$ cat src/rtl/frame_draw_scheduler_pkg.sv
// frame_draw_scheduler_pkg: shared state encoding, screen/timing defaults and colour constants.
package frame_draw_scheduler_pkg;
  typedef enum logic [2:0] {
    IDLE,
    CLEAR,
    WAIT_TICK,
    DRAW_CAT,
    DRAW_OBJ,
    FRAME_END
  } state_e;
  localparam int TICKS_PER_FRAME_DEF = 833334;
  localparam int SCREEN_W_DEF = 160;
  localparam int SCREEN_H_DEF = 120;
  localparam int MAX_DRAW_CYCLES_DEF = 1024;
  localparam int ARM_CYCLES_DEF = 2;
  localparam logic [2:0] BLACK = 3'b000;
  function automatic logic is_draw(state_e s);
    return s == DRAW_CAT || s == DRAW_OBJ;
  endfunction
endpackage

$ cat src/rtl/frame_draw_scheduler_tick_gen.sv
// frame_tick_gen: free-running frame counter, tick high in the cycle it wraps to zero.
module frame_tick_gen #(
  parameter int TICKS_PER_FRAME = 833334
) (
  input  logic clock_i,
  input  logic reset_i,
  output logic tick_o
);
  localparam int W = TICKS_PER_FRAME > 1 ? $clog2(TICKS_PER_FRAME) : 1;
  logic [W-1:0] cnt_q;
  assign tick_o = cnt_q == W'(TICKS_PER_FRAME - 1);
  always_ff @(posedge clock_i) begin
    if (reset_i) cnt_q <= '0;
    else cnt_q <= tick_o ? '0 : cnt_q + 1'b1;
  end
endmodule

$ cat src/rtl/frame_draw_scheduler.sv
// frame_draw_scheduler: per-frame clear/catcher/object sequencer and VGA pixel-bus arbiter
// with a per-client watchdog and one-deep pending-tick flag.
module frame_draw_scheduler
  import frame_draw_scheduler_pkg::*;
#(
  parameter int TICKS_PER_FRAME = TICKS_PER_FRAME_DEF,
  parameter int SCREEN_W = SCREEN_W_DEF,
  parameter int SCREEN_H = SCREEN_H_DEF,
  parameter int MAX_DRAW_CYCLES = MAX_DRAW_CYCLES_DEF,
  parameter int ARM_CYCLES = ARM_CYCLES_DEF
) (
  input  logic        clock_i,
  input  logic        reset_i,
  input  logic        start_i,
  input  logic [7:0]  catcher_x_i,
  input  logic [6:0]  catcher_y_i,
  input  logic [2:0]  catcher_color_i,
  input  logic        catcher_finish_i,
  input  logic [7:0]  obj_x_i,
  input  logic [6:0]  obj_y_i,
  input  logic [2:0]  obj_color_i,
  input  logic        obj_finish_i,
  output logic        draw_catcher_o,
  output logic        draw_object_o,
  output logic [7:0]  vga_x_o,
  output logic [6:0]  vga_y_o,
  output logic [2:0]  vga_color_o,
  output logic        vga_plot_o,
  output logic        frame_done_o,
  output logic [15:0] frame_count_o,
  output logic        timeout_err_o,
  output logic        frame_overrun_o
);
  localparam int PW = $clog2(MAX_DRAW_CYCLES + 1);
  state_e state_q, state_d;
  logic tick, pending_q, pending_d;
  logic [7:0] cx_q;
  logic [6:0] cy_q;
  logic [PW-1:0] pc_q;
  logic [7:0] x_q;
  logic [6:0] y_q;
  logic [2:0] color_q;
  logic plot_q, plot_d;
  logic [15:0] frame_count_q;
  logic timeout_q, overrun_q;
  logic drawing, armed, fin, abort, phase_end, clear_last;

  frame_tick_gen #(.TICKS_PER_FRAME(TICKS_PER_FRAME)) u_tick (
    .clock_i(clock_i),
    .reset_i(reset_i),
    .tick_o (tick)
  );

  // finish is only trusted once armed; a stale finish from the last frame is ignored
  assign drawing = is_draw(state_q);
  assign armed = pc_q >= PW'(ARM_CYCLES);
  assign fin = drawing && armed && (state_q == DRAW_CAT ? catcher_finish_i : obj_finish_i);
  assign abort = drawing && !fin && pc_q == PW'(MAX_DRAW_CYCLES - 1);
  assign phase_end = fin || abort;
  assign clear_last = cx_q == 8'(SCREEN_W - 1) && cy_q == 7'(SCREEN_H - 1);
  assign plot_d = drawing && armed && !fin && !abort;
  assign pending_d = (state_q == IDLE || state_q == WAIT_TICK) ? 1'b0 : pending_q || tick;

  always_ff @(posedge clock_i) begin
    if (reset_i) state_q <= IDLE;
    else state_q <= state_d;
  end

  always_comb begin
    state_d = state_q;
    case (state_q)
      IDLE:      state_d = start_i ? CLEAR : IDLE;
      CLEAR:     state_d = clear_last ? WAIT_TICK : CLEAR;
      WAIT_TICK: state_d = !start_i ? IDLE : (tick || pending_q) ? DRAW_CAT : WAIT_TICK;
      DRAW_CAT:  state_d = phase_end ? DRAW_OBJ : DRAW_CAT;
      DRAW_OBJ:  state_d = phase_end ? FRAME_END : DRAW_OBJ;
      FRAME_END: state_d = WAIT_TICK;
      default:   state_d = IDLE;
    endcase
  end

  // clear pixels come straight from the scan counters; client pixels are one cycle late
  always_comb begin
    draw_catcher_o = state_q == DRAW_CAT;
    draw_object_o = state_q == DRAW_OBJ;
    frame_done_o = state_q == FRAME_END;
    vga_plot_o = state_q == CLEAR || plot_q;
    vga_x_o = state_q == CLEAR ? cx_q : x_q;
    vga_y_o = state_q == CLEAR ? cy_q : y_q;
    vga_color_o = state_q == CLEAR ? BLACK : color_q;
  end

  always_ff @(posedge clock_i) begin
    if (reset_i) begin
      pending_q <= 1'b0;
      overrun_q <= 1'b0;
      timeout_q <= 1'b0;
      pc_q <= '0;
      cx_q <= '0;
      cy_q <= '0;
      x_q <= '0;
      y_q <= '0;
      color_q <= '0;
      plot_q <= 1'b0;
      frame_count_q <= '0;
    end else begin
      pending_q <= pending_d;
      overrun_q <= overrun_q || (tick && state_q != IDLE && state_q != WAIT_TICK);
      timeout_q <= timeout_q || abort;
      pc_q <= (drawing && !phase_end) ? pc_q + 1'b1 : '0;
      cx_q <= (state_q == CLEAR && cx_q != 8'(SCREEN_W - 1)) ? cx_q + 1'b1 : '0;
      cy_q <= (state_q != CLEAR || clear_last) ? '0 :
              cx_q == 8'(SCREEN_W - 1) ? cy_q + 1'b1 : cy_q;
      x_q <= state_q == DRAW_CAT ? catcher_x_i : obj_x_i;
      y_q <= state_q == DRAW_CAT ? catcher_y_i : obj_y_i;
      color_q <= state_q == DRAW_CAT ? catcher_color_i : obj_color_i;
      plot_q <= plot_d;
      frame_count_q <= state_d == FRAME_END ? frame_count_q + 1'b1 : frame_count_q;
    end
  end

  assign frame_count_o = frame_count_q;
  assign timeout_err_o = timeout_q;
  assign frame_overrun_o = overrun_q;
endmodule

$ cat config.mk
export PLATFORM = sky130hd
export DESIGN_NAME = frame_draw_scheduler
export DESIGN_NICKNAME = d
export VERILOG_FILES = /design/src/rtl/frame_draw_scheduler_pkg.sv /design/src/rtl/frame_draw_scheduler_tick_gen.sv /design/src/rtl/frame_draw_scheduler.sv
export SDC_FILE = /design/constraint.sdc
export NUM_CORES = 1
export LEC_CHECK = 0
export BUFFER_PORTS_ARGS = -buffer_cell sky130_fd_sc_hd__buf_2
export CORE_ASPECT_RATIO = 0.75
export CORE_MARGIN = 1
export CORE_UTILIZATION = 59
export CTS_CLUSTER_DIAMETER = 50
export DETAILED_ROUTE_END_ITERATION = 10
export PLACE_DENSITY = 0.82
export SYNTH_ARGS = -nofsm -noshare
export SYNTH_HDL_FRONTEND = slang
export SYNTH_SLANG_ARGS = --single-unit
export TNS_END_PERCENT = 100
$ cat constraint.sdc
create_clock -name clock_i -period 4.23 [get_ports clock_i]
set_clock_uncertainty 0.1 [all_clocks]
set_input_delay 0.423 -clock clock_i [delete_from_list [all_inputs] [get_ports clock_i]]
set_output_delay 0.423 -clock clock_i [all_outputs]
set_load 0.1 [all_outputs]
==> run metrics, run 1 <==
run status=completed; worst-path cell chain=nor2b_1 > nor2b_2 > mux2_2 > buf_2; Via density=around 5.5; endpoints failing setup=0; hold depth=3; clk slew on worst S/H paths=around 90 ps; Post-synth EDFFs=0; CTS tree=yes; Max Clk Rate=317.4 MHz; num rows=25; share of layout cells above drive strength 1=22.26%; Slew Viols, Final=0; LEAKAGE=1.945 nW; CTS max path bufs=2; RSZ-0062 raised after global routing=no; dpl cells=~600; synth unique cells=46; DIE HEIGHT=about 73 µm; CTS Root Cell=clkbuf_8; CP peak stage delay=between 900 and 1000 ps; Clock Latency Late Sink=360 ps; Worst EP required=~3700 ps; CP delay by family, top=simple AND/OR/NAND/NOR gates; post-detail-place hpwl=a little under 6 mm; Crit Path Class=register to primary output; post-synthesis register bit count=87; Crit. End Element=primary output; Core Util, Final=between 70% and 80%; Sum Neg Setup Slack=0 ps; register area share after synthesis=44.44%; cts hold-fix bufs=0; startpoint types=register; syn nets=499; drt drc=0; Max VDD drop=about 0.27 mV; # nets final=around 570; relative slew slack=about a quarter; Final period util=approximately 74%; crit path DAT=between 2000 and 3000 ps; postcts setup bufs=0; core area=6350 µm²; total number of vias=3,338; first-pass GRT wire length=approximately 14 mm; synth-to-layout area growth=16.83%; Levels on crit path=4; R2R cell count=6; Buf/Inv on CP=1; synthesized area per cell=just under 9 µm²; All-Layer GR Usage=25.72%; IO Port Bufs=80; DRT antenna net count=0; HP Class=primary input to register; Non-Filler Instances=611; number of H-tree levels=3; First-pass DRT Iterations=5; Synth Warn #=0; pwr dens=359.2 nW/µm²; io pins=roughly 80; Post-CTS Resized=0; DRT iter0 DRCs=165; mapped cell area=approximately 4000 µm²; WL/cell=about 14 µm; Synth Flop Type=dfxtp_1; initial antenna violation count=0; RePlAce Congestion=0.8616; Worst-Margin Slew=approximately 1100 ps; Crit-path slowest cell=nor2b_2; Starting Density=61.71%; die footprint=6975 µm²; clock sink count=87; CTS Buf Count=9; final hold violation count=0; ant diodes=0; Synth async-reset ratio=0%; min cycle time layout=3151 ps; pin count of the biggest net entering global routing=46; Post-Route WL=about 8.6 mm; Syn Inst Count=roughly 450; Max Cap Violations=0; Chip Width=~96 µm; crit path max fanout=22; vias in the first global route=between 2k and 3k; grt ovf=0
power by group:
group,internal [mW],switching [mW],total [mW],leakage (nW)
Combinational,0.0435,0.128,0.171,1.13
Sequential,0.831,0.00761,0.839,0.707
Clock,0.349,0.285,0.634,0.110
Total,1.22,0.421,1.64,1.94
registers in the layout, indices dropped and copies added (netlist names):
register	flops
u_tick.cnt_q	20
frame_count_o	16
pc_q	11
cx_q	8
x_q	8
cy_q	7
y_q	7
color_q	3
state_q	3
frame_overrun_o	1
pending_q	1
plot_q	1
timeout_err_o	1
cells by family (layout without fill, tap and decap cells):
| family | after synthesis | count (layout) | synth area share (%) |
|---|---|---|---|
| AND/OR/NAND/NOR | 209 | 209 | 26.21 |
| AO/OA/AOI/OAI | 57 | 57 | 8.813 |
| multiplexers | 16 | 16 | 4.566 |
| adder cells (fa/ha/maj) | 7 | 7 | 2.235 |
| flip-flops | 87 | 87 | 44.44 |
| buffers and inverters | 26 | 105 | 2.777 |
| XOR/XNOR | 49 | 49 | 10.95 |
worst min-delay path, cell delays in order:
cell	delay [ps]
buf_2	90
nand2_1	40
a21oi_1	50
synth_stat cells, types with 2 or more instances:
cell | n | area (µm²)
dfxtp_1 | 87 | 1742
nor2_1 | 69 | 259.0
nand2_1 | 53 | 198.9
xor2_1 | 36 | 315.3
a21oi_1 | 30 | 150.1
nand3_1 | 20 | 100.1
and3_1 | 15 | 93.84
clkbuf_1 | 15 | 56.30
mux2_2 | 15 | 168.9
xnor2_1 | 13 | 113.9
nand4_1 | 11 | 68.82
ha_1 | 7 | 87.58
o2111ai_1 | 7 | 61.31
and2_1 | 6 | 37.54
and4_1 | 6 | 52.55
inv_1 | 6 | 22.52
nor2b_1 | 6 | 37.54
o211ai_1 | 5 | 37.54
nor4_1 | 4 | 25.02
o21ai_0 | 4 | 20.02
buf_2 | 3 | 15.01
nor3_1 | 3 | 15.01
or3_1 | 3 | 18.77
a31oi_1 | 2 | 12.51
nand2b_1 | 2 | 12.51
o21ai_1 | 2 | 10.01
or2_2 | 2 | 12.51
metrics by stage:
stage          area [µm²]  power [mW]  setup slack [ps]  hold slack [ps]
2_1_floorplan        3919      0.9887              1526            341.0
3_3_place_gp         4355       1.027              1586            355.5
3_5_place_dp         4355       1.029              1440            358.3
4_1_cts              4578       1.660              1054            172.6
5_1_grt              4578       1.700             933.0            180.4
6_report             4578       1.644              1079            192.0
metal layers:
layer  wire [µm]  global-route usage (%)  vias to the layer above
li1            -                       -                     1699
met1        4206                   36.14                     1508
met2        3724                   38.69                      119
met3         581                   7.396                       12
met4          87                   6.965                        0
met5           0                       0                        -
cell type report:
| cell class | instances | area [µm²] |
|---|---|---|
| Fill cell | 512 | 1772 |
| Multi-Input combinational cell | 338 | 2071 |
| Inverter | 7 | 26.28 |
| Tap cell | 81 | 101.3 |
| Clock buffer | 11 | 141.4 |
| Timing Repair Buffer | 82 | 415.4 |
| Sequential cell | 87 | 1742 |
| Clock inverter | 5 | 81.33 |
placed cells by master, fill, tap and decap left out, types with 5 or more instances in the layout:
cell       count
a21oi_1       30
and2_1         6
and3_1        15
and4_1         6
buf_2         80
clkbuf_8      10
dfxtp_1       87
ha_1           7
inv_1          6
mux2_2        15
nand2_1       53
nand3_1       20
nand4_1       11
nor2_1        69
nor2b_1        5
o2111ai_1      7
o211ai_1       5
xnor2_1       13
xor2_1        36
worst paths after layout:
kind | from | end | slack (ps)
min | catcher_x_i[2] | x_q[2]$_SDFF_PP0_ | 190
max reg2reg | pc_q[1]$_SDFF_PP0_ | frame_count_o[15]$_SDFFE_PP0N_ | 1570
min reg2reg | u_tick.cnt_q[0]$_SDFF_PP0_ | u_tick.cnt_q[0]$_SDFF_PP0_ | 380
max | state_q[0]$_SDFF_PP0_ | vga_y_o[6] | 1080
(Power assumes the default switching activity.)
==> inputs of run 2 (changes only) <==
CORE_UTILIZATION = 54   (was 59)
PLACE_DENSITY = 0.76   (was 0.82)
clock period = 2.9 ns   (was 4.23 ns; I/O delays follow)
==> run metrics, run 2 (synthesized netlist as in run 1, its figures left out) <==
CP delay by family, top=buffers and inverters; Crit Path Class=register to primary output; share of layout cells above drive strength 1=23.18% (+0.91 points); commonest non-fill, non-tap cells in the layout=87 x dfxtp_1, 80 x buf_2, 69 x nor2_1; Sum Neg Setup Slack=0 ps (unchanged); Largest Register=u_tick.cnt_q; post-place instance area=4414 µm² (+1.4%); Via density=5.340 (-2.3%); post-detail-place hpwl=6.225 mm (+6.8%); DRT iter0 DRCs=155 (-6.1%); pre-CTS setup slack=581.0 ps (-858.9 ps); final worst setup slack=410.4 ps (-668.6 ps); Post-CTS Resized=0 (unchanged); commonest non-fill, non-tap cell in the layout=dfxtp_1; Net Sw Frac=26.50% (+0.92 points); CTS Buf Count=9 (unchanged); pin count of the biggest net entering global routing=24 (-48%); Final Cell Area=4641 µm² (+1.4%); Final period util=around 86%; run status=completed; clk slew on worst S/H paths=90 ps (about the same); final hold violation count=0 (unchanged); Max VDD drop=0.3593 mV (+34%); hold path start=catcher_x_i[6]; pwr dens=520.8 nW/µm² (+45%); Int Power=1.776 mW (+45%); Crit. End Element=primary output; Post-Route WL=8.578 mm (-0.24%); HP Class=primary input to register; RSZ-0062 raised after global routing=no; crit path DAT=2100 ps (-530 ps); Slew Viols, Final=0 (unchanged); ant diodes=0 (unchanged); Clock Latency Late Sink=350 ps (about the same); clock sink count=87 (unchanged); first-pass GRT wire length=13.86 mm (+1.8%); First-pass DRT Iterations=5 (unchanged); crit path max fanout=22 (unchanged); LEAKAGE=1.977 nW (+1.7%); worst-path cell chain=nor2b_1 > nor2b_2 > buf_4 > mux2_2 > buf_2; initial antenna violation count=0 (unchanged); Buf/Inv on CP=2 (+1); CTS tree=yes; Worst EP required=2510 ps (-1200 ps); # nets final=578 (+0.87%); All-Layer GR Usage=23.37% (-2.4 points); number of H-tree levels=3 (unchanged); startpoint types=register; io pins=81 (unchanged); die footprint=7605 µm² (+9.0%); relative slew slack=57.62% (+31 points); Crit-path slowest cell=dfxtp_1; Seq pwr share=50.6% (-0.4 points); IO Port Bufs=80 (unchanged); DIE HEIGHT=75.78 µm (+4.4%); total number of vias=3,380 (+1.3%); max reg flops=20 (unchanged); Starting Density=56.55% (-5.2 points); WL/cell=13.55 µm (-3.7%); vias in the first global route=3,026 (+1.9%); CTS Root Cell=clkbuf_8; dpl cells=617 (+3.7%); Max Clk Rate=around 400 MHz; CTS max path bufs=2 (unchanged); min cycle time layout=between 2000 and 2500 ps; clock share of power=38.8% (+0.2 points); DRT antenna net count=0 (unchanged); P_sw=0.6405 mW (+52%); Comb pwr share=10.5% (about the same); Max Cap Violations=0 (unchanged); drt drc=0 (unchanged); Worst-Margin Slew=631.4 ps (-469.2 ps); endpoints failing setup=0 (unchanged); cts hold-fix bufs=0 (unchanged); CP peak stage delay=410 ps (-500 ps); R2R Path Start=pc_q[0]$_SDFF_PP0_; Non-Filler Instances=633 (+3.6%); core area=6929 µm² (+9.1%); postcts setup bufs=0 (unchanged); num rows=26 (+4.0%); grt ovf=0 (unchanged); synth-to-layout area growth=18.42%; RePlAce Congestion=0.8131 (-5.6%); Chip Width=100.4 µm (+4.4%); Crit. Startpoint=state_q[0]$_SDFF_PP0_
==> run 2: changes by cell type in the layout (fill, tap and decap cells not counted), sizes merged <==
| cell | change |
|---|---|
| inv | +3 |
| buf | +5 |
| clkinvlp | -1 |
| clkbuf | -2 |
==> run 2: power by group through the flow <==
| stage | Clock (mW) | Sequential [mW] | Combinational, mW |
|---|---|---|---|
| 6_report | 0.939 | 1.22 | 0.254 |
| 3_5_place_dp | 0 | 1.25 | 0.254 |
| 2_1_floorplan | 0 | 1.25 | 0.194 |
| 3_3_place_gp | 0 | 1.25 | 0.252 |
| 4_1_cts | 0.966 | 1.22 | 0.255 |
| 5_1_grt | 1.02 | 1.23 | 0.268 |
==> run 2: per-stage QoR <==
| stage | utilization (%) | hold WS, ps | power (mW) |
|---|---|---|---|
| 6_report | 66.97 | 74.58 | 2.417 |
| 5_1_grt | 66.97 | 64.57 | 2.512 |
| 4_1_cts | 66.97 | 59.89 | 2.445 |
| 3_5_place_dp | 63.71 | 372.0 | 1.506 |
| 3_3_place_gp | 63.71 | 352.5 | 1.503 |
| 2_1_floorplan | - | 326.0 | 1.442 |
==> run 2: path summary, 6_finish.rpt <==
check             cells after the start                              to  slack (ps)
setup / recovery                      5                      vga_y_o[5]         410
hold / removal                        3               x_q[6]$_SDFF_PP0_          70
setup reg to reg                      7              pc_q[7]$_SDFF_PP0_         560
hold reg to reg                       2  frame_count_o[15]$_SDFFE_PP0N_         390
==> run 2: metal layers <==
layer  vias to the layer above  share of wire [%]  track usage, %
met3                         2                4.4           5.688
met1                      1570                 48           30.68
met2                        96                 47           39.27
met4                         0               0.29           5.958
met5                         -                  0               0
li1                       1712                  -               -
==> run 2: layout make-up <==
cell class | instances | area (µm²)
Clock buffer | 9 | 123.9
Clock inverter | 7 | 102.6
Fill cell | 596 | 2288
Inverter | 7 | 26.28
Multi-Input combinational cell | 338 | 2071
Sequential cell | 87 | 1742
Tap cell | 98 | 122.6
Timing Repair Buffer | 87 | 452.9
==> run 2: worst register-to-register path, delay by kind of cell (launching register included) <==
kind	cells	cell delay, ps
buf+inv	1	60
compound gates	3	890
flops	1	410
fa+ha+maj	1	200
simple gates	2	620
==> inputs of run 3 (changes only) <==
ABC_AREA = 1   (was unset)
CORE_UTILIZATION = 56   (was 54)
PLACE_DENSITY = 0.77   (was 0.76)
==> run metrics, run 3 <==
Non-Filler Instances=794 (+25%); # nets final=737 (+28%); pin count of the biggest net entering global routing=31 (+29%); ant diodes=0 (unchanged); syn nets=657 (+32%); core area=7398 µm² (+6.8%); RePlAce Congestion=0.8868 (+9.1%); hold depth=3 (unchanged); mapped cell area=4330 µm² (+11%); First-pass DRT Iterations=4 (-1); CTS Buf Count=9 (unchanged); Final period util=86.56% (+0.71 points); Worst EP required=2510 ps (about the same); total number of vias=4,076 (+21%); relative slew slack=55.68% (-1.9 points); Via density=5.134 (-3.9%); Slew Viols, Final=0 (unchanged); clk slew on worst S/H paths=80 ps (about the same); LEAKAGE=2.137 nW (+8.1%); crit path max fanout=30 (+36%); Post-synth EDFFs=0 (unchanged); Synth area leaders=dfxtp_1 40%, nand2_1 11%, nor2_1 9.0%, inv_1 5.3%, nand3_1 4.5%; CTS tree=yes; commonest non-fill, non-tap cell in the layout=nand2_1; Clock Latency Late Sink=350 ps (about the same); Synth async-reset ratio=0% (unchanged); Post-Route WL=9.535 mm (+11%); RSZ-0062 raised after global routing=no; max reg flops=20 (unchanged); startpoint types=register; post-synthesis register bit count=87 (unchanged); Sum Neg Setup Slack=0 ps (unchanged); postcts setup bufs=0 (unchanged); final worst setup slack=389.8 ps (-20.61 ps); pwr dens=475.7 nW/µm² (-8.7%); pre-CTS setup slack=631.3 ps (+50.33 ps); post-place instance area=4808 µm² (+8.9%); drt drc=0 (unchanged); Final Cell Area=5020 µm² (+8.2%); R2R cell count=8 (+1); Synth Warn #=0 (unchanged); vias in the first global route=3,734 (+23%); Synth Flop Type=dfxtp_1; dpl cells=779 (+26%); synth unique cells=41 (-11%); IO Port Bufs=80 (unchanged); WL/cell=12.01 µm (-11%); synth-to-layout area growth=15.92%; min cycle time layout=2510 ps (+20.61 ps); CTS max path bufs=2 (unchanged); run status=completed; All-Layer GR Usage=24.85% (+1.5 points); HP Class=primary input to register; Max Clk Rate=398.4 MHz (-0.82%); first-pass GRT wire length=16.40 mm (+18%); die footprint=8092 µm² (+6.4%); Crit. End Element=primary output; initial antenna violation count=0 (unchanged); Starting Density=58.53% (+2.0 points); synthesized area per cell=7.111 µm² (-18%); post-detail-place hpwl=7.035 mm (+13%); crit path DAT=2120 ps (+20 ps); share of layout cells above drive strength 1=20.35% (-2.8 points); commonest non-fill, non-tap cells in the layout=125 x nand2_1, 104 x nor2_1, 87 x dfxtp_1; Syn Inst Count=609 (+35%); number of H-tree levels=3 (unchanged); Fill cells=635 (+6.5%); Max VDD drop=0.3790 mV (+5.5%); final hold violation count=0 (unchanged); Max Cap Violations=0 (unchanged); Largest Register=u_tick.cnt_q; Chip Width=103.5 µm (+3.2%); DRT antenna net count=0 (unchanged); Fin Hold WS=56.02 ps (-18.56 ps); endpoints failing setup=0 (unchanged); grt ovf=0 (unchanged); overall power=2.388 mW (-1.2%); num rows=27 (+3.8%); DRT iter0 DRCs=190 (+23%); most frequent cell after synthesis=nand2_1; Worst-Margin Slew=663.2 ps (+31.79 ps); area share of the largest cell type after synthesis=40.22% (-4.2 points); register area share after synthesis=40.22% (-4.2 points); cts hold-fix bufs=0 (unchanged); Crit Path Class=register to primary output; clock sink count=87 (unchanged); CTS Root Cell=clkbuf_8; DIE HEIGHT=78.16 µm (+3.1%); area leader, netlist=dfxtp_1; Post-CTS Resized=0 (unchanged); Core Util, Final=67.85% (+0.88 points); Post-synth top cells=125 x nand2_1, 104 x nor2_1, 87 x dfxtp_1; io pins=81 (unchanged)
[run 3: changes by cell type in the layout (fill, tap and decap cells not counted), moves of 19 or more]
cell     change
nor2_1      +35
xor2_1      -19
nand3_1     +19
inv_1       +55
o21ai_0     +27
nand2_1     +72
[run 3: worst max-delay path: stages (launching register included)]
cell,delay (ps)
dfxtp_1,460
inv_2,90
nor2_1,130
nand2_1,70
buf_4,220
inv_1,220
or2_2,150
buf_2,430
[run 3: metal layers]
metal  vias up  track usage, %  share of wire, %
met5         -               0                 0
met4         0           6.812              0.80
met3        10           5.814               5.8
met2       108           41.41                45
met1      1852           32.40                48
li1       2106               -                 -
[run 3: where the power goes]
| group | internal [mW] | total, mW | switching [mW] |
|---|---|---|---|
| clock network | 0.502 | 0.907 | 0.405 |
| logic | 0.0584 | 0.258 | 0.200 |
| registers | 1.21 | 1.22 | 0.00988 |
| total | 1.77 | 2.39 | 0.615 |
[run 3: final timing paths]
check                                   from                            end  slack, ps
hold / removal                    obj_x_i[7]              x_q[7]$_SDFF_PP0_         60
setup reg to reg          pc_q[0]$_SDFF_PP0_  frame_count_o[0]$_SDFFE_PP0N_        620
hold reg to reg   frame_overrun_o$_SDFF_PP0_     frame_overrun_o$_SDFF_PP0_        370
setup / recovery       state_q[0]$_SDFF_PP0_                     vga_plot_o        390
[run 3: layout make-up]
cell class | instances | area (µm²) | area share, %
Clock buffer | 11 | 141.4 | 2.817
Clock inverter | 4 | 70.07 | 1.396
Inverter | 64 | 240.2 | 4.786
Multi-Input combinational cell | 442 | 2262 | 45.06
Sequential cell | 87 | 1742 | 34.70
Tap cell | 101 | 126.4 | 2.517
Timing Repair Buffer | 85 | 437.9 | 8.724
[run 3: kinds of logic (layout without fill, tap and decap cells)]
logic type | after synthesis | count (layout) | synth area share (%)
XOR/XNOR | 23 | 23 | 4.652
AO/OA/AOI/OAI | 75 | 75 | 10.17
flip-flops | 87 | 87 | 40.22
adder cells (fa/ha/maj) | 7 | 7 | 2.022
AND/OR/NAND/NOR | 337 | 337 | 35.39
buffers and inverters | 80 | 164 | 7.541
